===== src/rtl/sgd_b_dispatch_pkg.sv =====
// Shared constants and FSM state type for the SGD b-vector dispatch path.
package sgd_b_dispatch_pkg;

  localparam int SGD_NUM_OF_BANKS     = 8;
  localparam int SGD_BEAT_W           = 512;
  localparam int SGD_SAMPLES_PER_BEAT = 16;
  localparam int SGD_B_W              = 32;

  typedef enum logic [1:0] {
    ST_IDLE  = 2'd0,
    ST_RUN   = 2'd1,
    ST_DRAIN = 2'd2
  } b_state_t;

  // ceil(n / 2**sh) computed without the n + (2**sh - 1) overflow.
  function automatic logic [31:0] ceil_div_pow2(input logic [31:0] n, input int sh);
    logic [31:0] mask;
    mask = (32'd1 << sh) - 32'd1;
    return (n >> sh) + {31'd0, |(n & mask)};
  endfunction

endpackage


===== src/rtl/sgd_b_serializer.sv =====
// Holds one 512-bit read beat and emits it as lower then upper b word,
// zeroing samples past the end of the epoch and dropping an empty upper word.
module sgd_b_serializer
  import sgd_b_dispatch_pkg::*;
#(
  parameter int NUM_OF_BANKS = SGD_NUM_OF_BANKS
) (
  input  logic                            clk,
  input  logic                            rst_n,
  input  logic                            in_valid,
  output logic                            in_ready,
  input  logic [SGD_BEAT_W-1:0]           in_data,
  input  logic [4:0]                      in_nvalid,
  input  logic                            almost_full,
  output logic [SGD_B_W*NUM_OF_BANKS-1:0] out_data,
  output logic                            wr_en,
  output logic                            beat_done
);

  localparam int WORD_W = SGD_B_W * NUM_OF_BANKS;

  logic [SGD_BEAT_W-1:0] masked;
  logic                  drop_upper;
  logic [WORD_W-1:0]     upper_q;
  logic                  out_vld;
  logic                  upper_vld;

  always_comb begin
    masked = '0;
    for (int k = 0; k < SGD_SAMPLES_PER_BEAT; k++) begin
      if (5'(k) < in_nvalid) masked[SGD_B_W*k +: SGD_B_W] = in_data[SGD_B_W*k +: SGD_B_W];
    end
  end

  assign drop_upper = in_nvalid <= 5'(SGD_SAMPLES_PER_BEAT / 2);
  assign wr_en      = out_vld && !almost_full;
  assign beat_done  = wr_en && !upper_vld;
  // A new beat may land in the same cycle the previous beat's final word leaves.
  assign in_ready   = !out_vld || beat_done;

  always_ff @(posedge clk or negedge rst_n) begin
    if (!rst_n) begin
      out_data  <= '0;
      upper_q   <= '0;
      out_vld   <= 1'b0;
      upper_vld <= 1'b0;
    end else begin
      if (wr_en) begin
        if (upper_vld) begin
          out_data  <= upper_q;
          upper_vld <= 1'b0;
        end else begin
          out_vld <= 1'b0;
        end
      end
      if (in_valid && in_ready) begin
        out_data  <= masked[WORD_W-1:0];
        upper_q   <= masked[2*WORD_W-1:WORD_W];
        out_vld   <= 1'b1;
        upper_vld <= !drop_upper;
      end
    end
  end

endmodule


===== src/rtl/sgd_b_dispatch.sv =====
// Streams the b vector from memory once per epoch into the b FIFO, issuing
// beat reads with a bounded number in flight and serializing each beat.
module sgd_b_dispatch
  import sgd_b_dispatch_pkg::*;
#(
  parameter int NUM_OF_BANKS    = SGD_NUM_OF_BANKS,
  parameter int MAX_OUTSTANDING = 16
) (
  input  logic                            clk,
  input  logic                            rst_n,
  input  logic                            start,
  input  logic [33:0]                     b_base_addr,
  input  logic [31:0]                     num_samples,
  input  logic [31:0]                     num_epochs,
  output logic                            rd_req_valid,
  input  logic                            rd_req_ready,
  output logic [33:0]                     rd_req_addr,
  input  logic                            rd_rsp_valid,
  output logic                            rd_rsp_ready,
  input  logic [SGD_BEAT_W-1:0]           rd_rsp_data,
  output logic [SGD_B_W*NUM_OF_BANKS-1:0] dispatch_axb_b_data,
  output logic                            dispatch_axb_b_wr_en,
  input  logic                            dispatch_axb_b_almost_full,
  output logic                            busy,
  output logic                            done
);

  b_state_t    state;
  logic [33:0] base_q;
  logic [31:0] ns_q, ne_q, beats;
  logic [31:0] req_beat, req_epoch, rsp_beat, rsp_epoch, outstanding;
  logic        rsp_all;
  logic        req_hs, rsp_hs, ser_ready, beat_done, last_rsp_beat;
  logic [4:0]  rsp_nvalid;

  assign beats         = ceil_div_pow2(ns_q, 4);
  assign rd_req_valid  = (state == ST_RUN) && (outstanding < 32'(MAX_OUTSTANDING));
  assign rd_req_addr   = base_q + 34'({req_beat, 6'b0});
  assign rd_rsp_ready  = (state != ST_IDLE) && ser_ready;
  assign req_hs        = rd_req_valid && rd_req_ready;
  assign rsp_hs        = rd_rsp_valid && rd_rsp_ready;
  assign last_rsp_beat = rsp_beat == beats - 32'd1;
  // Only the final beat of an epoch can be partial; a multiple of 16 fills it.
  assign rsp_nvalid    = (last_rsp_beat && ns_q[3:0] != 4'd0) ? {1'b0, ns_q[3:0]} : 5'd16;

  sgd_b_serializer #(.NUM_OF_BANKS(NUM_OF_BANKS)) u_ser (
    .clk        (clk),
    .rst_n      (rst_n),
    .in_valid   (rd_rsp_valid && (state != ST_IDLE)),
    .in_ready   (ser_ready),
    .in_data    (rd_rsp_data),
    .in_nvalid  (rsp_nvalid),
    .almost_full(dispatch_axb_b_almost_full),
    .out_data   (dispatch_axb_b_data),
    .wr_en      (dispatch_axb_b_wr_en),
    .beat_done  (beat_done)
  );

  always_ff @(posedge clk or negedge rst_n) begin
    if (!rst_n) begin
      state       <= ST_IDLE;
      busy        <= 1'b0;
      done        <= 1'b0;
      base_q      <= '0;
      ns_q        <= '0;
      ne_q        <= '0;
      req_beat    <= '0;
      req_epoch   <= '0;
      rsp_beat    <= '0;
      rsp_epoch   <= '0;
      rsp_all     <= 1'b0;
      outstanding <= '0;
    end else begin
      done <= 1'b0;
      if (req_hs && !rsp_hs)      outstanding <= outstanding + 32'd1;
      else if (rsp_hs && !req_hs) outstanding <= outstanding - 32'd1;

      if (rsp_hs) begin
        if (last_rsp_beat) begin
          rsp_beat <= '0;
          if (rsp_epoch == ne_q - 32'd1) rsp_all   <= 1'b1;
          else                           rsp_epoch <= rsp_epoch + 32'd1;
        end else begin
          rsp_beat <= rsp_beat + 32'd1;
        end
      end

      unique case (state)
        ST_IDLE: begin
          if (start) begin
            if (num_samples != '0 && num_epochs != '0) begin
              state     <= ST_RUN;
              busy      <= 1'b1;
              base_q    <= b_base_addr;
              ns_q      <= num_samples;
              ne_q      <= num_epochs;
              req_beat  <= '0;
              req_epoch <= '0;
              rsp_beat  <= '0;
              rsp_epoch <= '0;
              rsp_all   <= 1'b0;
            end else begin
              done <= 1'b1;
            end
          end
        end
        ST_RUN: begin
          if (req_hs) begin
            if (req_beat == beats - 32'd1) begin
              req_beat <= '0;
              if (req_epoch == ne_q - 32'd1) state <= ST_DRAIN;
              else                           req_epoch <= req_epoch + 32'd1;
            end else begin
              req_beat <= req_beat + 32'd1;
            end
          end
        end
        ST_DRAIN: begin
          if (rsp_all && beat_done) begin
            state <= ST_IDLE;
            busy  <= 1'b0;
            done  <= 1'b1;
          end
        end
        default: state <= ST_IDLE;
      endcase
    end
  end

endmodule


===== config.mk =====
export PLATFORM = sky130hd
export DESIGN_NAME = sgd_b_dispatch
export DESIGN_NICKNAME = d
export VERILOG_FILES = /design/src/rtl/sgd_b_dispatch_pkg.sv /design/src/rtl/sgd_b_serializer.sv /design/src/rtl/sgd_b_dispatch.sv
export SDC_FILE = /design/constraint.sdc
export NUM_CORES = 2
export LEC_CHECK = 0
export CAP_MARGIN = 40
export CORE_AREA = 3 3 358 360
export CTS_CLUSTER_DIAMETER = 50
export DETAILED_ROUTE_END_ITERATION = 8
export DIE_AREA = 0 0 361 363
export DONT_BUFFER_PORTS = 1
export GPL_ROUTABILITY_DRIVEN = 0
export PLACE_DENSITY_LB_ADDON = 0.1
export SYNTH_ARGS = -nofsm -noshare
export SYNTH_HDL_FRONTEND = slang
export SYNTH_HIERARCHICAL = 1
export SYNTH_SLANG_ARGS = --single-unit

===== constraint.sdc =====
create_clock -name clk -period 14.8 [get_ports clk]
set_input_delay 2.22 -clock clk [delete_from_list [all_inputs] [get_ports clk]]
set_output_delay 2.22 -clock clk [all_outputs]
set_load 0.01 [all_outputs]

==> impl_metrics.ini <==
[pwr]
post-layout-total-power_w = 0.00753
p_per_area_mw_per_mm2 = 160
vdd_ir_drop_max_mv = 0.101
total_leakage_power_nw = 21.7

[grt]
grt_max_degree = 778
grt_overflow = 0
grt_pass1_wl_mm = 241
vias_in_the_first_global_route = 32934
grt_usage_pct = 24.3
grt_antenna_before_repair = 22

[run_status]
failing_checks = slew limit
outcome = complete, but fails checks

[clock_tree]
clk_path_buf_depth = 3
cts.htree.levels = 3
cts.clk_slew.worst_paths_ns = 0.05
cts_tree = done
cts_made_buffers = 116
cts_num_sinks = 777
cts-resized-gates = 0
hold_bufs_at_cts = 0
post_cts_buffers = 0
insertion_delay_ns = 0.74
ctsRootBufferMaster = clkbuf_16

[yosys]
ys_warn_count = 6
synth_cells = 4169
async_reset_ff_share_pct = 100
syn_area_per_cell_um2 = 9.93
mappedNetlistNets = 4852
synth_seq_area_share_pct = 47.0
synth.lib_cells_used.distinct = 93
synthesis.area_mm2 = 0.0414
synth_edf_count = 0
dominantRegCellSynth = dfrtp_1
ys_ff_latch = 777

[sta]
setup-tns-final_ns = 0
timing.final.crit_period_ns = 7.07
maxSlewHeadroom_pct = -282
grt_setup_unrepaired = no
worst_clock_skew_ns = 0.0451
worst_pin_slew_ns = 5.73
setup-violations-final = 0
hold_violations = 0
report.final.slew_viol_count = 588
finalCritPeriodShare_pct = 47.8
achievable-frequency_mhz = 141

[placed_design]
place.detailed.hpwl_mm = 119
port_buffers = 0

[drt]
route.detailed.wl_per_inst_um = 28.5
vias_per_cell = 5.72
drt_iter0_drc = 3020
drt.antenna.violating_nets = 0
via_count = 33196
dr.pass1.iters = 5
drc = 0
wirelength_mm = 166

[critical_path]
timing.rr.start = ns_q[0]
worst_setup_path_start_kind = input pin
ff2ff_path_depth = 15
worst_path_largest_cell_delay_ns = 0.60
start_point_of_the_critical_path = dispatch_axb_b_almost_full
timing.critical_path.slowest_stage_cell = and3b_1
timing.critical_path.to_type = flop
rr_endpoint = u_ser/out_data[26]
cp.required_ns = 15.40
critPathKind = in2reg
worst_ep_arrival_time_ns = 7.67
timing.reg2reg.setup_slack_ns = 8.51
crit_fanout = 45
worst_setup_path_endpoint = outstanding[29]
crit_path_cell_trace = o21a_4, inv_4, and3b_1, inv_1, ha_2, inv_1, buf_4, ha_1, a21oi_1, o21ai_0, a221oi_1, o32ai_1, o41a_1, a41oi_1, a21oi_1, o41ai_1, xor2_1, o21ai_0

[floorplanning]
start_util_pct = 33.0
die_h_um = 363
floorplan_core_area_mm2 = 0.125
io_pins = 911
design.die.area_mm2 = 0.131
floorplan.die.width_um = 361
floorplan.rows = 130

[final_layout]
filler_cell_count = 12578
regArea_mm2 = 0.0194
final_net_count = 4714
final_layout_size_suffix_gt1_share_pct = 8.25
area_delta_synth_final_pct = 13.8
multiInputGateArea_mm2 = 0.0204

[job]
max_cap_viol_count = 0

[hold_path]
hold_path.class = reg2reg
-- flip-flops by register name, summed over array words and instances, names as in the netlist, 2 cells and up --
name,flops
u_ser/out_data,256
u_ser/upper_q,256
base_q,34
ne_q,32
ns_q,32
outstanding,32
req_beat,32
req_epoch,32
rsp_beat,32
rsp_epoch,32
state,2
-- worst min-delay path by stage --
| stage | start | end | slack, ns | cells past startpoint |
|---|---|---|---|---|
| after floorplan | outstanding[31] | outstanding[31] | 0.44 | 1 |
| after detailed placement | base_q[29] | base_q[29] | 0.47 | 2 |
| final | base_q[24] | base_q[24] | 0.48 | 2 |
| after global placement | base_q[18] | base_q[18] | 0.47 | 2 |
| after global routing | base_q[29] | base_q[29] | 0.50 | 2 |
| after CTS | base_q[19] | base_q[19] | 0.49 | 2 |
-- layout make-up --
type / count / share of cell area, %
Tap cell: 1650 / 4.38
Inverter: 62 / 0.505
Timing Repair Buffer: 63 / 1.34
Clock buffer: 139 / 6.66
Sequential cell: 777 / 41.3
Clock inverter: 80 / 2.45
Antenna cell: 17 / 0.0903
Multi-Input combinational cell: 3011 / 43.3
-- cells in the mapped netlist (11+ instances only) --
library cell / number / area [um^2]
a2111oi_0: 11 / 96.3
ha_1: 65 / 813
and3_1: 58 / 363
a31oi_1: 17 / 106
buf_1: 15 / 56.3
or3_1: 32 / 200
buf_4: 12 / 90.1
o21a_1: 14 / 105
nor4_1: 74 / 463
buf_6: 12 / 135
nor2b_1: 23 / 144
o2bb2ai_1: 130 / 1140
a22o_1: 192 / 1680
dfrtp_1: 777 / 19400
nor3_1: 65 / 325
a211oi_1: 13 / 97.6
or2_2: 11 / 68.8
nand2_1: 513 / 1930
or4_1: 27 / 203
a21o_1: 32 / 240
a221o_1: 34 / 340
nor2_1: 192 / 721
a32o_1: 33 / 330
and2_1: 54 / 338
o21ai_0: 325 / 1630
inv_1: 60 / 225
o211ai_1: 21 / 158
mux2i_1: 245 / 2450
nand4_1: 160 / 1000
a21oi_1: 89 / 445
and4_1: 13 / 114
buf_2: 87 / 435
nand3_1: 85 / 425
clkbuf_1: 193 / 724
xnor2_1: 139 / 1220
nand2b_1: 38 / 238
xor2_1: 107 / 937
-- kinds of logic (layout without fill, tap and decap cells) --
group / count (synthesis) / in the layout / synth area share, %
other: 0 / 17 / 0
AOI/OAI and AO/OA: 1031 / 1031 / 18.0
adders and majority gates: 67 / 67 / 2.06
xor gates and xnor gates: 255 / 255 / 5.70
buffers and inverters: 381 / 344 / 4.05
muxes: 246 / 246 / 5.95
DFF: 777 / 777 / 47.0
and+or+nand+nor: 1412 / 1412 / 17.3
-- power by group --
group	internal (W)	switching [W]	total, W
Sequential	0.00260	0.000620	0.00322
Clock	0.00187	0.00115	0.00302
Combinational	0.000609	0.000679	0.00129
-- metal layers --
| metal | routed length [um] | GRT usage, % | up-vias |
|---|---|---|---|
| li1 | - | - | 15136 |
| met1 | 72000 | 32.7 | 16715 |
| met2 | 76700 | 38.6 | 1124 |
| met3 | 13300 | 7.16 | 209 |
| met4 | 3480 | 5.88 | 12 |
| met5 | 92 | 0 | - |
-- worst max-delay path, delay by kind of cell --
kind	cells	cell delay [ns]
adder cells (fa/ha/maj)	2	0.67
AND/OR/NAND/NOR	1	0.60
AO/OA/AOI/OAI	10	2.59
buffers and inverters	4	1.33
XOR/XNOR	1	0.18
-- placed cells by master, fill, tap and decap left out, types with 14 or more instances in the layout --
master,count
a22o_1,192
xnor2_1,139
nor4_1,74
or4_1,27
and3_1,58
dfrtp_1,777
nand2b_1,37
a31oi_1,17
nor2b_1,20
nand3_1,85
diode_2,17
nand2_1,513
bufinv_16,19
a221o_1,34
clkbuf_16,116
nor2_1,192
o21ai_0,324
a32o_1,33
clkbuf_8,15
o2bb2ai_1,130
clkinvlp_4,16
mux2i_1,245
o211ai_1,21
or3_1,31
inv_6,14
nand4_1,160
xor2_1,107
nor3_1,65
ha_1,64
a21o_1,31
buf_4,47
a21oi_1,88
o21a_1,14
inv_1,60
and2_1,54
-- through the flow --
| stage | instances | hold WS [ns] | setup slack (ns) | util, % | cell area (um^2) |
|---|---|---|---|---|---|
| after CTS | 5782 | 0.487 | 7.76 | 37.5 | 47100 |
| after global routing | 5792 | 0.504 | 7.40 | 37.5 | 47100 |
| after global placement | 5547 | 0.467 | 7.03 | 33.9 | 42500 |
| after detailed placement | 5563 | 0.473 | 6.96 | 34.1 | 42800 |
| after floorplan | 4169 | 0.442 | 7.98 | - | 41400 |
| final | 5799 | 0.482 | 7.73 | 37.6 | 47100 |
Power figures use the tool's default switching activity.
